`config.mk`:
```
export PLATFORM = sky130hd
export DESIGN_NAME = sevenseg_capture_flat
export DESIGN_NICKNAME = d
export VERILOG_FILES = /design/src/rtl/sevenseg_capture_if.sv /design/src/rtl/sevenseg_capture.sv /design/src/flat_wrapper.sv
export SDC_FILE = /design/constraint.sdc
export NUM_CORES = 1
export LEC_CHECK = 0
export ABC_CLOCK_PERIOD_IN_PS = 5600
export BUFFER_PORTS_ARGS = -buffer_cell sky130_fd_sc_hd__buf_2
export CORE_ASPECT_RATIO = 0.6
export CORE_UTILIZATION = 35
export DETAILED_ROUTE_END_ITERATION = 7
export SLEW_MARGIN = 20
export SYNTH_ARGS = -nofsm -noshare
export SYNTH_HDL_FRONTEND = slang
export SYNTH_SLANG_ARGS = --single-unit
```
`constraint.sdc`:
```
create_clock -name clk -period 5.6 [get_ports clk]
set_input_delay 1.12 -clock clk [delete_from_list [all_inputs] [get_ports clk]]
set_output_delay 1.12 -clock clk [all_outputs]
set_load 0.005 [all_outputs]
```
`src/rtl/sevenseg_capture_if.sv`:
```
// Multiplexed 7-segment scan bus (active-low anodes and cathodes).
// The display controller drives it as master; the capture monitor listens as slave.
interface sevenseg_capture_if;
  logic [7:0] an;
  logic [7:0] seg;

  modport master (output an, output seg);
  modport slave  (input an, input seg);
endinterface

```
`src/rtl/sevenseg_capture.sv`:
```
// Receiver for the 8-digit 7-segment scan bus: qualifies dwells, decodes digits, rebuilds frames.
// Optional frame counter output enabled by defining SEVSEG_FRAME_COUNT_EN.
module sevenseg_capture #(
  parameter int unsigned SETTLE_CYCLES = 4,
  parameter int unsigned CNT_WIDTH     = 8
) (
  input  logic                    clk,
  input  logic                    reset,
  sevenseg_capture_if.slave       bus,
  output logic [4:0]              d0,
  output logic [4:0]              d1,
  output logic [4:0]              d2,
  output logic [4:0]              d3,
  output logic [4:0]              d4,
  output logic [4:0]              d5,
  output logic [4:0]              d6,
  output logic [4:0]              d7,
  output logic [7:0]              dp_out,
  output logic                    frame_valid,
  output logic                    seg_err,
  output logic                    an_err,
`ifdef SEVSEG_FRAME_COUNT_EN
  output logic [15:0]             frame_count,
`endif
  output logic                    seq_err
);

  localparam logic [CNT_WIDTH-1:0] CntMax = CNT_WIDTH'(SETTLE_CYCLES - 1);
  localparam logic [4:0] CodeBlank = 5'd23;
  localparam logic [4:0] CodeBad   = 5'd31;

  // Inverse of the display table; input is active-low g..a.
  function automatic logic [4:0] decode(input logic [6:0] p);
    logic [4:0] c;
    case (p)
      7'h40: c = 5'd0;
      7'h79: c = 5'd1;
      7'h24: c = 5'd2;
      7'h30: c = 5'd3;
      7'h19: c = 5'd4;
      7'h12: c = 5'd5;
      7'h02: c = 5'd6;
      7'h78: c = 5'd7;
      7'h00: c = 5'd8;
      7'h10: c = 5'd9;
      7'h08: c = 5'd10;  // also 'R'; the lower code wins
      7'h03: c = 5'd11;
      7'h46: c = 5'd12;
      7'h21: c = 5'd13;
      7'h06: c = 5'd14;
      7'h0E: c = 5'd15;
      7'h7E: c = 5'd16;
      7'h7D: c = 5'd17;
      7'h7B: c = 5'd18;
      7'h77: c = 5'd19;
      7'h6F: c = 5'd20;
      7'h5F: c = 5'd21;
      7'h3F: c = 5'd22;
      7'h7F: c = CodeBlank;
      7'h09: c = 5'd24;
      7'h47: c = 5'd25;
      7'h4F: c = 5'd27;
      7'h2F: c = 5'd28;
      7'h11: c = 5'd29;
      default: c = CodeBad;
    endcase
    return c;
  endfunction

  logic [15:0]          s_q, s_d;
  logic [CNT_WIDTH-1:0] cnt_q, cnt_d;
  logic                 captured_q, captured_d;
  logic [7:0][4:0]      dig_q, dig_d;
  logic [7:0]           dp_q, dp_d;
  logic [7:0]           mask_q, mask_d;
  logic [2:0]           last_idx_q, last_idx_d;
  logic                 last_vld_q, last_vld_d;
  logic                 frame_valid_q, frame_valid_d;
  logic                 seg_err_q, seg_err_d;
  logic                 an_err_q, an_err_d;
  logic                 seq_err_q, seq_err_d;

  logic       changed;
  logic       capture;
  logic [7:0] cap_an;
  logic [7:0] cap_seg;
  logic [7:0] low_bits;
  logic [2:0] idx;
  logic [4:0] code;
  logic [7:0] mask_new;

  always_comb begin
    s_d        = {bus.an, bus.seg};
    changed    = (s_d != s_q);
    cap_an     = s_q[15:8];
    cap_seg    = s_q[7:0];
    low_bits   = ~cap_an;
    capture    = (cnt_q == CntMax) && !captured_q;

    if (changed)               cnt_d = '0;
    else if (cnt_q == CntMax)  cnt_d = cnt_q;
    else                       cnt_d = cnt_q + 1'b1;
    captured_d = changed ? 1'b0 : (captured_q | capture);

    idx = 3'd0;
    for (int i = 0; i < 8; i++) begin
      if (low_bits[i]) idx = 3'(i);
    end
    code     = decode(cap_seg[6:0]);
    mask_new = mask_q;

    dig_d         = dig_q;
    dp_d          = dp_q;
    mask_d        = mask_q;
    last_idx_d    = last_idx_q;
    last_vld_d    = last_vld_q;
    frame_valid_d = 1'b0;
    seg_err_d     = 1'b0;
    an_err_d      = 1'b0;
    seq_err_d     = 1'b0;

    if (capture && (cap_an != 8'hFF)) begin
      if ((low_bits & (low_bits - 8'd1)) != 8'd0) begin
        an_err_d = 1'b1;
      end else begin
        dig_d[idx] = code;
        dp_d[idx]  = ~cap_seg[7];
        seg_err_d  = (code == CodeBad);
        // A break in scan order restarts frame assembly at this digit.
        if (last_vld_q && (idx != last_idx_q + 3'd1)) begin
          seq_err_d = 1'b1;
          mask_new  = 8'd1 << idx;
        end else begin
          mask_new  = mask_q | (8'd1 << idx);
        end
        last_idx_d = idx;
        last_vld_d = 1'b1;
        if (mask_new == 8'hFF) begin
          frame_valid_d = 1'b1;
          mask_d        = 8'h00;
        end else begin
          mask_d        = mask_new;
        end
      end
    end
  end

  always_ff @(posedge clk) begin
    if (!reset) begin
      s_q           <= 16'hFFFF;
      cnt_q         <= '0;
      captured_q    <= 1'b0;
      dig_q         <= {8{CodeBlank}};
      dp_q          <= 8'h00;
      mask_q        <= 8'h00;
      last_idx_q    <= 3'd0;
      last_vld_q    <= 1'b0;
      frame_valid_q <= 1'b0;
      seg_err_q     <= 1'b0;
      an_err_q      <= 1'b0;
      seq_err_q     <= 1'b0;
    end else begin
      s_q           <= s_d;
      cnt_q         <= cnt_d;
      captured_q    <= captured_d;
      dig_q         <= dig_d;
      dp_q          <= dp_d;
      mask_q        <= mask_d;
      last_idx_q    <= last_idx_d;
      last_vld_q    <= last_vld_d;
      frame_valid_q <= frame_valid_d;
      seg_err_q     <= seg_err_d;
      an_err_q      <= an_err_d;
      seq_err_q     <= seq_err_d;
    end
  end

`ifdef SEVSEG_FRAME_COUNT_EN
  logic [15:0] fcnt_q, fcnt_d;

  always_comb begin
    fcnt_d = fcnt_q;
    if (frame_valid_d) fcnt_d = fcnt_q + 16'd1;
  end

  always_ff @(posedge clk) begin
    if (!reset) fcnt_q <= 16'd0;
    else        fcnt_q <= fcnt_d;
  end

  assign frame_count = fcnt_q;
`endif

  assign d0          = dig_q[0];
  assign d1          = dig_q[1];
  assign d2          = dig_q[2];
  assign d3          = dig_q[3];
  assign d4          = dig_q[4];
  assign d5          = dig_q[5];
  assign d6          = dig_q[6];
  assign d7          = dig_q[7];
  assign dp_out      = dp_q;
  assign frame_valid = frame_valid_q;
  assign seg_err     = seg_err_q;
  assign an_err      = an_err_q;
  assign seq_err     = seq_err_q;

endmodule

```
`src/flat_wrapper.sv`:
```
// flat-port wrapper written by rule: the top's interface ports become plain ports
module sevenseg_capture_flat 
#(
  parameter int unsigned SETTLE_CYCLES = 4,
  parameter int unsigned CNT_WIDTH     = 8
)
  (clk, reset, d0, d1, d2, d3, d4, d5, d6, d7, dp_out, frame_valid, seg_err, an_err, seq_err, bus_an, bus_seg);
  sevenseg_capture_if bus_i ();
  input  logic clk;
  input  logic reset;
  output logic [4:0] d0;
  output logic [4:0] d1;
  output logic [4:0] d2;
  output logic [4:0] d3;
  output logic [4:0] d4;
  output logic [4:0] d5;
  output logic [4:0] d6;
  output logic [4:0] d7;
  output logic [7:0] dp_out;
  output logic frame_valid;
  output logic seg_err;
  output logic an_err;
  output logic seq_err;
  input wire logic [$bits(bus_i.an)-1:0] bus_an;
  input wire logic [$bits(bus_i.seg)-1:0] bus_seg;
  assign bus_i.an = bus_an;
  assign bus_i.seg = bus_seg;
  sevenseg_capture #(.SETTLE_CYCLES(SETTLE_CYCLES), .CNT_WIDTH(CNT_WIDTH)) u_core (.clk(clk), .reset(reset), .bus(bus_i), .d0(d0), .d1(d1), .d2(d2), .d3(d3), .d4(d4), .d5(d5), .d6(d6), .d7(d7), .dp_out(dp_out), .frame_valid(frame_valid), .seg_err(seg_err), .an_err(an_err), .seq_err(seq_err));
endmodule
```
==> flow_summary.ini <==
[sta]
fmax_mhz = 293
rsz0062_at_grt = no
finalHoldViolations = 0
setup_violations = 0
max-slew-margin-rel_pct = 46.1
maxSlewViolCount = 0
setup_tns_ns = 0
finalCriticalPeriod_ns = 3.41
clock_skew_ns = 0.0107
layout_setup_ws_ns = 2.19
worstMarginPinSlew_ns = 0.803
min_period_over_period_pct = 60.9

[die]
die_w_um = 152
core_area_um2 = 13000
initial_core_util_pct = 36.4
ios = 70
die_h_um = 92.1
rows = 32
die-area_um2 = 14000

[route]
post-route-drc-count = 0
vias = 4052
wl_mm = 12.2
postRouteAntennaNets = 0
drt_iter0_drc = 385
wl_per_cell_um = 16.2
drt_pre_antenna_iters = 5
vias_per_cell = 5.36

[critical_path]
cp_data_arrival_time_ns = 3.62
path_class = primary input to flip-flop
cpMostUsedCell = clkinv_1
crit_path_max_fanout = 26
crit_chain = buf_2 > clkinv_1 > nor2_1 > clkinv_1 > or4_1 > o311ai_0 > o21ai_0
max_stage_delay_ns = 0.62
cpMaxStageDelayCell = clkinv_1
crit_required_ns = 5.81
start_kind = primary input
end_kind = flip-flop

[cells_and_area]
synthToLayoutAreaGrowth_pct = 14.7
final_cell_mix = dfxtp_1, nand2_1, buf_2, mux2i_1, nor2_1
fin_util_pct = 41.7
fillers = 1283
final_common_cell = dfxtp_1
layout-drive-gt1-share_pct = 17.6
fin_nets = 609
fin_cells = 756
antenna_cells = 0

[clock_tree]
root_buffer = clkbuf_16
htreeDepth = 3
cts_tree = yes
clockBufferDepth = 2
clock_latency_ns = 0.35
ctsHoldBuffers = 0
clock-sinks = 94
cts_setup_buffers = 0
postCtsResizedCells = 0
clkTransAtPathRegs_ns = 0.06
numCtsBuffers = 9

[global_routing]
top_usage_layer = met2
grt_pass1_wl_mm = 20.2
overflow = 0
globalRouteMet1Util_pct = 25.7
grt_max_degree = 74
antenna_found_initial = 0
grt_use_met2_pct = 27.1
globalRouteTotalUtil_pct = 18.3
grt_pass1_vias = 3840
gr-usage-met3_pct = 5.15

[yosys]
synth_seq_area_share_pct = 39.8
yosys_most_used_dff = dfxtp_1
synth_area_um2 = 4730
netlist_instances = 537
syn_area_per_cell_um2 = 8.81
synth_edf_count = 0
yosys_warnings = 0
ys_ff_latch = 94
ys_types = 62
syn_nets = 565
async_flop_share_pct = 0

[min_path]
hold_class = flip-flop to flip-flop

[placement]
place_ws_ns = 1.90
finalWeightedCongestion = 0.914
io_buffers = 69
dp_hpwl_mm = 8.65
place_inst = 740

[pwr]
ir_worst_vdd_mv = 0.161
p_per_area_nw_per_um2 = 270
fin_total_pwr_w = 0.00147
p_leak_nw = 2.16

[status]
status = finished clean

[flow_run]
drv_cap = 0
==> metrics by stage <==
| stage | hold WS, ns | instance area, um2 |
|---|---|---|
| 3_5_place_dp | 0.453 | 5130 |
| 2_1_floorplan | 0.444 | 4730 |
| 4_1_cts | 0.469 | 5430 |
| 6_report | 0.469 | 5430 |
| 5_1_grt | 0.481 | 5430 |
| 3_3_place_gp | 0.446 | 5130 |
==> Yosys cell counts (all sizes together), types with 2 or more instances <==
| cell | count | share of area [%] |
|---|---|---|
| a22oi | 4 | 0.63 |
| o22ai | 2 | 0.26 |
| dfxtp | 94 | 40 |
| o21ai | 22 | 2.3 |
| o32ai | 5 | 0.93 |
| nand4b | 3 | 1.5 |
| a31o | 2 | 0.37 |
| mux2i | 44 | 9.3 |
| buf | 11 | 1.5 |
| nand4 | 3 | 0.53 |
| nor3 | 15 | 1.9 |
| ha | 10 | 2.6 |
| xnor2 | 4 | 0.74 |
| clkbuf | 26 | 2.1 |
| a21oi | 23 | 2.5 |
| clkinv | 2 | 0.16 |
| a31oi | 7 | 0.93 |
| a21o | 2 | 0.32 |
| and3 | 5 | 0.69 |
| o2bb2ai | 4 | 0.74 |
| nand3 | 23 | 2.4 |
| inv | 11 | 0.87 |
| a211oi | 6 | 0.95 |
| nand2 | 70 | 5.6 |
| xor2 | 23 | 4.3 |
| nand2b | 22 | 2.9 |
| or4 | 2 | 0.32 |
| or2 | 3 | 0.40 |
| maj3 | 2 | 0.45 |
| o211ai | 7 | 1.1 |
| o31ai | 3 | 0.48 |
| nor4 | 12 | 2.9 |
| nor2 | 41 | 3.3 |
| nor2b | 6 | 0.79 |
==> critical path, delay by kind of cell <==
family                 cells  cell delay [ns]
AO/OA/AOI/OAI              2             0.25
buffers and inverters      3             1.04
AND/OR/NAND/NOR            2             1.20
==> path summary, 6_finish.rpt <==
path | end | start | cells past startpoint | slack (ns)
worst max-delay path | u_core.code[4]$_DFF_P_ | reset | 7 | 2.19
worst min-delay path | u_core.d2[3]$_SDFFE_PN0P_ | u_core.d2[3]$_SDFFE_PN0P_ | 2 | 0.47
worst max register to register | u_core.mask_q[5]$_SDFFE_PN0P_ | u_core.s_q[15]$_SDFF_PN1_ | 6 | 2.32
worst min register to register | u_core.d2[3]$_SDFFE_PN0P_ | u_core.d2[3]$_SDFFE_PN0P_ | 2 | 0.47
==> layer usage <==
layer  up-vias  share of wire, %
met5         -                 0
met1      1917                50
met3        13               7.7
li1       1975                 -
met2       147                42
met4         0               1.0
==> kinds of logic after synthesis <==
kind of cell | Yosys count | synth area share, %
flops | 94 | 39.8
xor+xnor | 27 | 5.00
mux | 44 | 9.31
fa+ha+maj | 12 | 3.09
simple gates | 210 | 24.2
compound gates | 100 | 14.0
buf+inv | 50 | 4.63
==> state kept, by name, summed over array words and instances, names as in the netlist, 5 cells and up <==
| register | flops |
|---|---|
| u_core.cnt_q | 8 |
| u_core.code | 5 |
| u_core.d0 | 5 |
| u_core.d1 | 5 |
| u_core.d2 | 5 |
| u_core.d3 | 5 |
| u_core.d4 | 5 |
| u_core.d5 | 5 |
| u_core.d6 | 5 |
| u_core.d7 | 5 |
| u_core.dp_out | 8 |
| u_core.mask_q | 8 |
| u_core.s_q | 16 |
==> where the power goes <==
group	total, W	internal (W)	switching, W	leakage, nW
sequential	0.000708	0.000681	0.0000272	0.765
combinational	0.000135	0.0000495	0.0000852	1.25
clock	0.000625	0.000353	0.000271	0.150
==> layout make-up <==
class	instances	area [um2]	share of cell area, %
clock buffer	10	229	4.22
clock inverter	6	72.6	1.34
inverter	13	48.8	0.899
multi-input combinational	393	2630	48.5
tap	170	213	3.92
sequential	94	1880	34.7
timing repair buffer	70	353	6.50
(Power assumes the default switching activity.)
